$ cat src/rtl/drive_pkg.sv
// Shared drive definitions: keypad codes, one-hot motor commands,
// telemetry status encoding and the command filter state enum.
package drive_pkg;

    localparam logic [7:0] KEY_FWD   = 8'h02;
    localparam logic [7:0] KEY_LEFT  = 8'h04;
    localparam logic [7:0] KEY_BRAKE = 8'h05;
    localparam logic [7:0] KEY_RIGHT = 8'h06;
    localparam logic [7:0] KEY_BACK  = 8'h08;

    localparam logic [7:0] CMD_NONE  = 8'h00;
    localparam logic [7:0] CMD_FWD   = 8'h02;
    localparam logic [7:0] CMD_LEFT  = 8'h08;
    localparam logic [7:0] CMD_BRAKE = 8'h10;
    localparam logic [7:0] CMD_RIGHT = 8'h20;
    localparam logic [7:0] CMD_BACK  = 8'h80;

    localparam logic [2:0] STAT_NONE  = 3'd0;
    localparam logic [2:0] STAT_FWD   = 3'd1;
    localparam logic [2:0] STAT_LEFT  = 3'd2;
    localparam logic [2:0] STAT_BRAKE = 3'd3;
    localparam logic [2:0] STAT_RIGHT = 3'd4;
    localparam logic [2:0] STAT_BACK  = 3'd5;

    typedef enum logic [1:0] {
        ST_IDLE   = 2'd0,
        ST_ACTIVE = 2'd1,
        ST_BLOCK  = 2'd2
    } drive_state_t;

    // Keypad key to one-hot drive command; unknown keys give CMD_NONE.
    function automatic logic [7:0] key_to_cmd(input logic [7:0] key);
        case (key)
            KEY_FWD:   return CMD_FWD;
            KEY_LEFT:  return CMD_LEFT;
            KEY_BRAKE: return CMD_BRAKE;
            KEY_RIGHT: return CMD_RIGHT;
            KEY_BACK:  return CMD_BACK;
            default:   return CMD_NONE;
        endcase
    endfunction

    // One-hot drive command to telemetry status code.
    function automatic logic [2:0] cmd_to_stat(input logic [7:0] cmd);
        case (cmd)
            CMD_FWD:   return STAT_FWD;
            CMD_LEFT:  return STAT_LEFT;
            CMD_BRAKE: return STAT_BRAKE;
            CMD_RIGHT: return STAT_RIGHT;
            CMD_BACK:  return STAT_BACK;
            default:   return STAT_NONE;
        endcase
    endfunction

endpackage

$ cat src/rtl/obstacle_monitor.sv
// Obstacle flag with release hysteresis, updated on each distance strobe.
// near_next exposes the value near will take at the next edge so a frame
// accepted in the same cycle as a strobe sees the fresh obstacle state.
module obstacle_monitor #(
    parameter int STOP_CM = 20,
    parameter int HYST_CM = 5
) (
    input  logic       clk,
    input  logic       rst_n,
    input  logic [7:0] dist_cm,
    input  logic       dist_valid,
    output logic       near,
    output logic       near_next
);

    localparam logic [7:0] STOP_V    = 8'(STOP_CM);
    localparam logic [7:0] RELEASE_V = 8'(STOP_CM + HYST_CM);

    // Set below the stop threshold, clear at/above release or on no echo.
    always_comb begin
        near_next = near;
        if (dist_valid) begin
            if (dist_cm != 8'd0 && dist_cm < STOP_V) begin
                near_next = 1'b1;
            end else if (dist_cm == 8'd0 || dist_cm >= RELEASE_V) begin
                near_next = 1'b0;
            end
        end
    end

    // Obstacle flag register.
    always_ff @(posedge clk) begin
        if (!rst_n) begin
            near <= 1'b0;
        end else begin
            near <= near_next;
        end
    end

endmodule

$ cat src/rtl/drive_cmd_filter.sv
// Validates NEC frames, maps keys to one-hot drive commands, holds each
// command for a dead-man window and brakes forward motion near obstacles.
//
// state     | meaning
// ST_IDLE   | no command, motor released
// ST_ACTIVE | latched command driven until the hold timer expires
// ST_BLOCK  | forward requested but obstacle present, brake driven
module drive_cmd_filter
    import drive_pkg::*;
#(
    parameter int HOLD_CYCLES = 25_000_000,
    parameter int STOP_CM     = 20,
    parameter int HYST_CM     = 5
) (
    input  logic        clk,
    input  logic        rst_n,
    input  logic        ir_ready,
    input  logic [31:0] ir_data,
    input  logic [7:0]  dist_cm,
    input  logic        dist_valid,
    output logic [7:0]  cmd,
    output logic [2:0]  cmd_stat,
    output logic        blocked,
    output logic        near,
    output logic [7:0]  err_cnt
);

    localparam int            TW        = $clog2(HOLD_CYCLES);
    localparam logic [TW-1:0] HOLD_LOAD = TW'(HOLD_CYCLES - 1);

    drive_state_t  state, state_d;
    logic [TW-1:0] timer, timer_d;
    logic [7:0]    cmd_lat, cmd_lat_d;
    logic [7:0]    err_d;
    logic [7:0]    cmd_d;
    logic          ir_ready_q;
    logic          near_next;

    logic [7:0]    key;
    logic [7:0]    key_cmd;
    logic          accept;
    logic          frame_ok;
    logic          take_frame;
    logic          expired;
    logic          unused_addr;

    assign key         = ir_data[23:16];
    assign key_cmd     = key_to_cmd(key);
    assign accept      = ir_ready && !ir_ready_q;
    assign frame_ok    = (ir_data[31:24] == ~key);
    assign take_frame  = accept && frame_ok;
    assign expired     = (timer == '0);
    assign unused_addr = ^ir_data[15:0];

    obstacle_monitor #(
        .STOP_CM (STOP_CM),
        .HYST_CM (HYST_CM)
    ) u_obstacle_monitor (
        .clk        (clk),
        .rst_n      (rst_n),
        .dist_cm    (dist_cm),
        .dist_valid (dist_valid),
        .near       (near),
        .near_next  (near_next)
    );

    // Next state, latched command, hold timer, error count and outputs.
    always_comb begin
        state_d   = state;
        cmd_lat_d = cmd_lat;
        timer_d   = expired ? timer : timer - 1'b1;
        err_d     = err_cnt;

        if (accept && !frame_ok && err_cnt != 8'hFF) begin
            err_d = err_cnt + 8'd1;
        end

        if (take_frame) begin
            if (key_cmd == CMD_NONE) begin
                state_d = ST_IDLE;
            end else begin
                cmd_lat_d = key_cmd;
                timer_d   = HOLD_LOAD;
                // Frame decision sees the obstacle state including a same-cycle strobe.
                state_d   = (key_cmd == CMD_FWD && near_next) ? ST_BLOCK : ST_ACTIVE;
            end
        end else begin
            case (state)
                ST_ACTIVE: begin
                    if (expired) begin
                        state_d = ST_IDLE;
                    end else if (cmd_lat == CMD_FWD && near) begin
                        state_d = ST_BLOCK;
                    end
                end
                ST_BLOCK: begin
                    // Obstacle clearing never resumes forward on its own.
                    if (!near || expired) begin
                        state_d = ST_IDLE;
                    end
                end
                default: state_d = ST_IDLE;
            endcase
        end

        case (state_d)
            ST_ACTIVE: cmd_d = cmd_lat_d;
            ST_BLOCK:  cmd_d = CMD_BRAKE;
            default:   cmd_d = CMD_NONE;
        endcase
    end

    // State, timer and registered outputs.
    always_ff @(posedge clk) begin
        if (!rst_n) begin
            state      <= ST_IDLE;
            timer      <= '0;
            cmd_lat    <= CMD_NONE;
            ir_ready_q <= 1'b0;
            err_cnt    <= 8'd0;
            cmd        <= CMD_NONE;
            cmd_stat   <= STAT_NONE;
            blocked    <= 1'b0;
        end else begin
            state      <= state_d;
            timer      <= timer_d;
            cmd_lat    <= cmd_lat_d;
            ir_ready_q <= ir_ready;
            err_cnt    <= err_d;
            cmd        <= cmd_d;
            cmd_stat   <= cmd_to_stat(cmd_d);
            blocked    <= (state_d == ST_BLOCK);
        end
    end

endmodule

$ cat config.mk
export PLATFORM = sky130hd
export DESIGN_NAME = drive_cmd_filter
export DESIGN_NICKNAME = d
export VERILOG_FILES = /design/src/rtl/drive_pkg.sv /design/src/rtl/obstacle_monitor.sv /design/src/rtl/drive_cmd_filter.sv
export SDC_FILE = /design/constraint.sdc
export NUM_CORES = 1
export LEC_CHECK = 0
export BUFFER_PORTS_ARGS = -buffer_cell sky130_fd_sc_hd__buf_2
export CORE_MARGIN = 2
export CORE_UTILIZATION = 35
export CTS_BUF_LIST = sky130_fd_sc_hd__clkbuf_16
export DETAILED_ROUTE_END_ITERATION = 6
export PLACE_DENSITY = 0.64
export SETUP_SLACK_MARGIN = 0.4
export SYNTH_ARGS = -nofsm -noshare
export SYNTH_HDL_FRONTEND = slang
export SYNTH_HIERARCHICAL = 1
export SYNTH_SLANG_ARGS = --single-unit
$ cat constraint.sdc
create_clock -name clk -period 7.64 [get_ports clk]
set_input_delay 1.146 -clock clk [delete_from_list [all_inputs] [get_ports clk]]
set_output_delay 1.146 -clock clk [all_outputs]
set_load 0.03 [all_outputs]
==> results of run 1 <==
[layout by cell type (no fill, tap or decap), types with 4 or more instances in the layout]
cell       count
a21oi_1       22
a22oi_1        4
a31oi_1        5
and2_1         8
and3_1         8
buf_2         48
clkbuf_16      9
dfxtp_1       57
ha_1           6
inv_1         18
nand2_1       12
nand2b_1       4
nand3_1        5
nand4_1        7
nor2_1        34
nor2b_1        5
nor3_1        11
nor4_1        17
o21ai_0       12
or3_1          4
or4_1          5
xnor2_1       22
xor2_1        17
[kinds of logic (layout without fill, tap and decap cells)]
family / count (synthesis) / in the layout / synth area share, %
and+or+nand+nor: 141 / 141 / 28.3
AOI/OAI and AO/OA: 61 / 61 / 13.4
DFF: 57 / 57 / 39.0
xor gates and xnor gates: 39 / 39 / 11.7
buffers and inverters: 30 / 80 / 4.02
adders and majority gates: 6 / 6 / 2.57
muxes: 3 / 3 / 1.03
[flip-flops by register name, indices dropped and copies added, names as in the netlist, 2 cells and up]
name      flops
timer        25
cmd           8
cmd_lat       8
err_cnt       8
cmd_stat      3
state         2
[power by group]
group	total [µW]	internal, µW	switching (µW)	leakage (µW)
Combinational	474	207	267	0.000815
Clock	414	282	132	0.000154
Sequential	416	360	56.0	0.000463
[layer usage]
| layer | vias up | GRT usage, % | wire length (µm) |
|---|---|---|---|
| li1 | 1301 | - | - |
| met1 | 1190 | 19.3 | 3050 |
| met2 | 59 | 24.5 | 3120 |
| met3 | 9 | 4.43 | 284 |
| met4 | 0 | 6.67 | 89 |
| met5 | - | 0 | 0 |
[metrics by stage]
step	worst slack, ns	total power (µW)	util [%]	hold slack [ns]
final	2.81	1300	43.4	0.485
after global placement	2.64	872	39.6	0.474
after detailed placement	2.60	891	39.6	0.480
after floorplan	3.64	806	-	0.454
after global routing	2.47	1390	43.4	0.535
after CTS	2.95	1310	43.4	0.487
[critical path: cells and delay by family]
family	cells	cell delay [ns]
AO/OA/AOI/OAI	3	0.97
buffers and inverters	2	0.29
XOR/XNOR	1	0.16
adder cells (fa/ha/maj)	1	0.33
AND/OR/NAND/NOR	5	2.19
[area by class of cell]
| cell class | count | area (µm²) |
|---|---|---|
| clock inverter | 7 | 87.6 |
| tap | 105 | 131 |
| inverter | 16 | 60.1 |
| fill | 836 | 4620 |
| clock buffer | 9 | 225 |
| sequential | 57 | 1140 |
| multi-input combinational | 250 | 1670 |
| timing repair buffer | 48 | 240 |
[worst max path at each step]
stage	end	slack, ns	cells after the start	from
2_1_floorplan	cmd_stat[1]$_SDFF_PN0_	3.64	13	ir_data[18]
3_3_place_gp	cmd_stat[1]$_SDFF_PN0_	2.64	12	ir_data[16]
3_5_place_dp	cmd_stat[1]$_SDFF_PN0_	2.60	12	ir_data[16]
4_1_cts	cmd_stat[1]$_SDFF_PN0_	2.95	12	ir_data[16]
5_1_grt	cmd_stat[1]$_SDFF_PN0_	2.47	12	ir_data[17]
6_report	cmd_stat[1]$_SDFF_PN0_	2.81	12	ir_data[16]
==> impl_metrics.toml, run 1 <==
[run_status]
status = "complete, no violations"

[pwr]
peakVddDrop_mv = 0.142
powerDensity_mw_per_mm2 = 367
p_leak_uw = 0.00143

[finish]
drive_above_1_share_pct = 18.6
syn_to_final_growth_pct = 21.4
num_antenna_cells = 0
design_area_mm2 = 0.00355
nNetsFinal = 432
instances_no_fill = 492

[clock_tree]
cts_setup_buffers = 0
ctsRootBufferMaster = "clkbuf_16"
path_clk_slew_ns = 0.05
cts_hold_buffers = 0
cts_num_sinks = 57
clock_path_buffers = 2
ctsHtreeMaxLevel = 3
numCtsBuffers = 9
cts_resized = 0
cts_tree = "built"
worstSkewPairLatency_ns = 0.32

[job]
maxCapViolations = 0

[synthesis]
yosys.area.top_type = "dfxtp_1"
yosys.area.top_type_share_pct = 39.0
synth_nets = 387
synth_cell_types = 52
yosysWarnings = 6
avgSynthCellArea_um2 = 8.68
ys_ff_latch = 57
syn_area_mm2 = 0.00292
yosysSeqAreaShare_pct = 39.0
synth_cells = 337
synth_common_cells = "dfxtp_1 (57), nor2_1 (34), a21oi_1 (22), xnor2_1 (22)"
synth-edff-count = 0
synthTopCellsByArea = "dfxtp_1 (39%), xnor2_1 (6.6%), xor2_1 (5.1%)"
synthArstFlopShare_pct = 0
synth_most_common_cell = "dfxtp_1"
ys.flop_type = "dfxtp_1"

[drt]
drtIter0Drc = 134
vias_per_cell = 5.20
drtAntennaViolNets = 0
vias = 2559
route.detailed.drc = 0
avgRoutedWirePerCell_um = 13.3
wl_mm = 6.54
dr.pass1.iters = 4

[critical_path]
worstRegToRegCells = 11
max_stage_delay_ns = 0.65
end_kind = "flip-flop"
r2r-end = "cmd_stat[1]$_SDFF_PN0_"
arrival_ns = 5.09
required_ns = 7.90
rr_startpoint = "timer[6]$_SDFF_PN0_"
cp_slowest_cell = "or4b_2"
crit_chain = "buf_2 -> xor2_1 -> nand4_1 -> nor4bb_1 -> nand2b_1 -> o21ai_0 -> inv_1 -> ha_1 -> nor2b_1 -> a22o_1 -> or4b_2 -> a21oi_1"
r2r_slack_ns = 3.08
path_class = "input pin to flip-flop"
startpoint_type = "input pin"
path_max_fanout = 22

[place]
gp_congestion = 0.785
dpl.cell_count = 476
port_buffers = 48
dp_hpwl_mm = 4.64
placed_area_mm2 = 0.00324

[die]
die_area_mm2 = 0.00910
core-area_mm2 = 0.00818
rows = 33
fp.dieH_um = 95.4
die_w_um = 95.4
start_util_pct = 35.8
pin_count = 65

[sta]
worstMarginPinSlew_ns = 1.12
rsz0062_at_grt = "false"
max_slew_margin_pct = 24.7
drv_slew = 0
fin_worst_skew_ns = 0.00825
setup_tns_ns = 0
hold_viol = 0
layout_min_cycle_time_ns = 4.83
max_freq_mhz = 207
period_share_pct = 63.3
setup_viol = 0

[min_path]
min_from = "timer[24]$_SDFF_PN0_"
hold_class = "flip-flop to flip-flop"
min_to = "timer[24]$_SDFF_PN0_"
hold_depth = 2

[grt]
antenna_found_initial = 0
first_global_vias = 2391
grt_use_total_pct = 15.3
grt_pass1_wl_mm = 10.8
overflow = 0
grt_max_degree = 31
Note: power is estimated with default switching activity, not from simulation.
==> inputs of run 2 (changes only) <==
Clock period 7.64 ns to 4.8 ns, I/O delays scaled along.
==> impl_metrics.toml, run 2 (synthesis results as in run 1) <==
[job]
maxCapViolations = 0

[grt]
overflow = 0
grt_use_met1_pct = 18.9
first_global_vias = 2438
top_usage_layer = "met2"
met2_usage_pct = 26.2
grt_max_degree = 31
antenna_found_initial = 0
grt_use_met3_pct = 3.24
grt_pass1_wl_mm = 10.9
grt_use_total_pct = 15.3

[drt]
route.detailed.drc = 0
drtIter0Drc = 97
vias = 2584
avgRoutedWirePerCell_um = 13.0
vias_per_cell = 5.22
wl_mm = 6.42
drtAntennaViolNets = 0
dr.pass1.iters = 4

[pwr]
p_sw_share_pct = 35.3
peakVddDrop_mv = 0.232
seqPwrFrac_pct = 32.6
p_comb_share_pct = 36.9
p_leak_uw = 0.00143
p_int_uw = 1310
powerDensity_mw_per_mm2 = 569
p_clk_share_pct = 30.5
p_switching_uw = 715

[place]
port_buffers = 48
dpl.cell_count = 479
gp_congestion = 0.774
dp_hpwl_mm = 4.65
placed_area_mm2 = 0.00326
dp_slack_ns = 0.753

[finish]
largest_reg_flops = 25
syn_to_final_growth_pct = 21.6
drive_above_1_share_pct = 19.5
nNetsFinal = 435
design_area_mm2 = 0.00356
mostFrequentLayoutCells = "dfxtp_1 (57), buf_2 (48), nor2_1 (34)"
mostFrequentLayoutCell = "dfxtp_1"
instances_no_fill = 495
num_antenna_cells = 0
top_register = "timer"

[clock_tree]
clock_path_buffers = 2
numCtsBuffers = 9
worstSkewPairLatency_ns = 0.32
cts_tree = "built"
ctsHtreeMaxLevel = 3
ctsRootBufferMaster = "clkbuf_16"
path_clk_slew_ns = 0.05
cts_setup_buffers = 0
cts_num_sinks = 57
cts_hold_buffers = 0
cts_resized = 0

[critical_path]
path_class = "flip-flop to flip-flop"
rr_startpoint = "timer[6]$_SDFF_PN0_"
startpoint_type = "flip-flop"
path_max_fanout = 6
required_ns = 5.05
arrival_ns = 4.33
end_kind = "flip-flop"
r2r-end = "cmd_stat[1]$_SDFF_PN0_"
r2r_slack_ns = 0.72
worstRegToRegCells = 12

[sta]
max_slew_margin_pct = 28.9
fin_worst_skew_ns = 0.00577
period_share_pct = 85.0
setup_tns_ns = 0
worstMarginPinSlew_ns = 1.05
drv_slew = 0
setup_viol = 0
max_freq_mhz = 245
setup_ws_ns = 0.719
hold_viol = 0
layout_min_cycle_time_ns = 4.08
rsz0062_at_grt = "false"

[die]
start_util_pct = 35.8
core-area_mm2 = 0.00818
pin_count = 65
die_area_mm2 = 0.00910
rows = 33
die_w_um = 95.4
fp.dieH_um = 95.4

[min_path]
min_from = "timer[24]$_SDFF_PN0_"
hold_class = "flip-flop to flip-flop"
hold_depth = 2
min_to = "timer[24]$_SDFF_PN0_"

[run_status]
status = "complete, no violations"
run 2: changes by cell type in the layout (fill, tap and decap cells not counted), sizes merged:
cell,previous run,this run
buf,48,51
inv,18,17
clkinvlp,2,3
clkinv,1,2
bufinv,2,1
run 2: layout make-up:
class	instances	area [µm²]
clock buffers	9	225
clock inverters	7	70.1
fillers	828	4620
inverters	16	60.1
multi-input cells	250	1670
flip-flops and latches	57	1140
well taps	105	131
repair buffers	51	263
run 2: worst max path at each step:
stage,slack (ns),endpoint,startpoint
global route,0.53,cmd_stat[1]$_SDFF_PN0_,timer[6]$_SDFF_PN0_
CTS,0.73,cmd_stat[1]$_SDFF_PN0_,timer[6]$_SDFF_PN0_
global placement,0.80,cmd_stat[1]$_SDFF_PN0_,timer[6]$_SDFF_PN0_
detailed placement,0.75,cmd_stat[1]$_SDFF_PN0_,ir_data[16]
finish,0.72,cmd_stat[1]$_SDFF_PN0_,timer[6]$_SDFF_PN0_
floorplan,0.93,cmd_stat[1]$_SDFF_PN0_,timer[6]$_SDFF_PN0_
run 2: power groups by stage:
stage | Combinational, µW | Clock [µW] | Sequential [µW]
floorplan | 629 | 0 | 654
CTS | 755 | 630 | 660
global route | 844 | 656 | 675
finish | 746 | 617 | 660
global placement | 730 | 0 | 664
detailed placement | 745 | 0 | 668
run 2: per-stage QoR:
stage	util [%]	power [µW]	hold slack (ns)
3_5_place_dp	39.9	1410	0.487
2_1_floorplan	-	1280	0.454
6_report	43.5	2020	0.505
4_1_cts	43.5	2040	0.507
3_3_place_gp	39.9	1390	0.474
5_1_grt	43.5	2180	0.517
run 2: routing by layer:
metal / vias to the layer above / part of all wire (%)
li1: 1320 / -
met1: 1207 / 46
met2: 47 / 49
met3: 10 / 3.6
met4: 0 / 1.6
met5: - / 0
run 2: critical path: stages, from the launching register on:
cell and delay (ns):
dfxtp_1 0.32, or4_4 0.55, or4_4 0.46, nor4_1 0.54, and4_1 0.37, nor4_1 0.07
a21oi_1 0.23, inv_1 0.08, ha_1 0.31, inv_1 0.05, a22o_1 0.24, or4b_2 0.64
a21oi_1 0.15
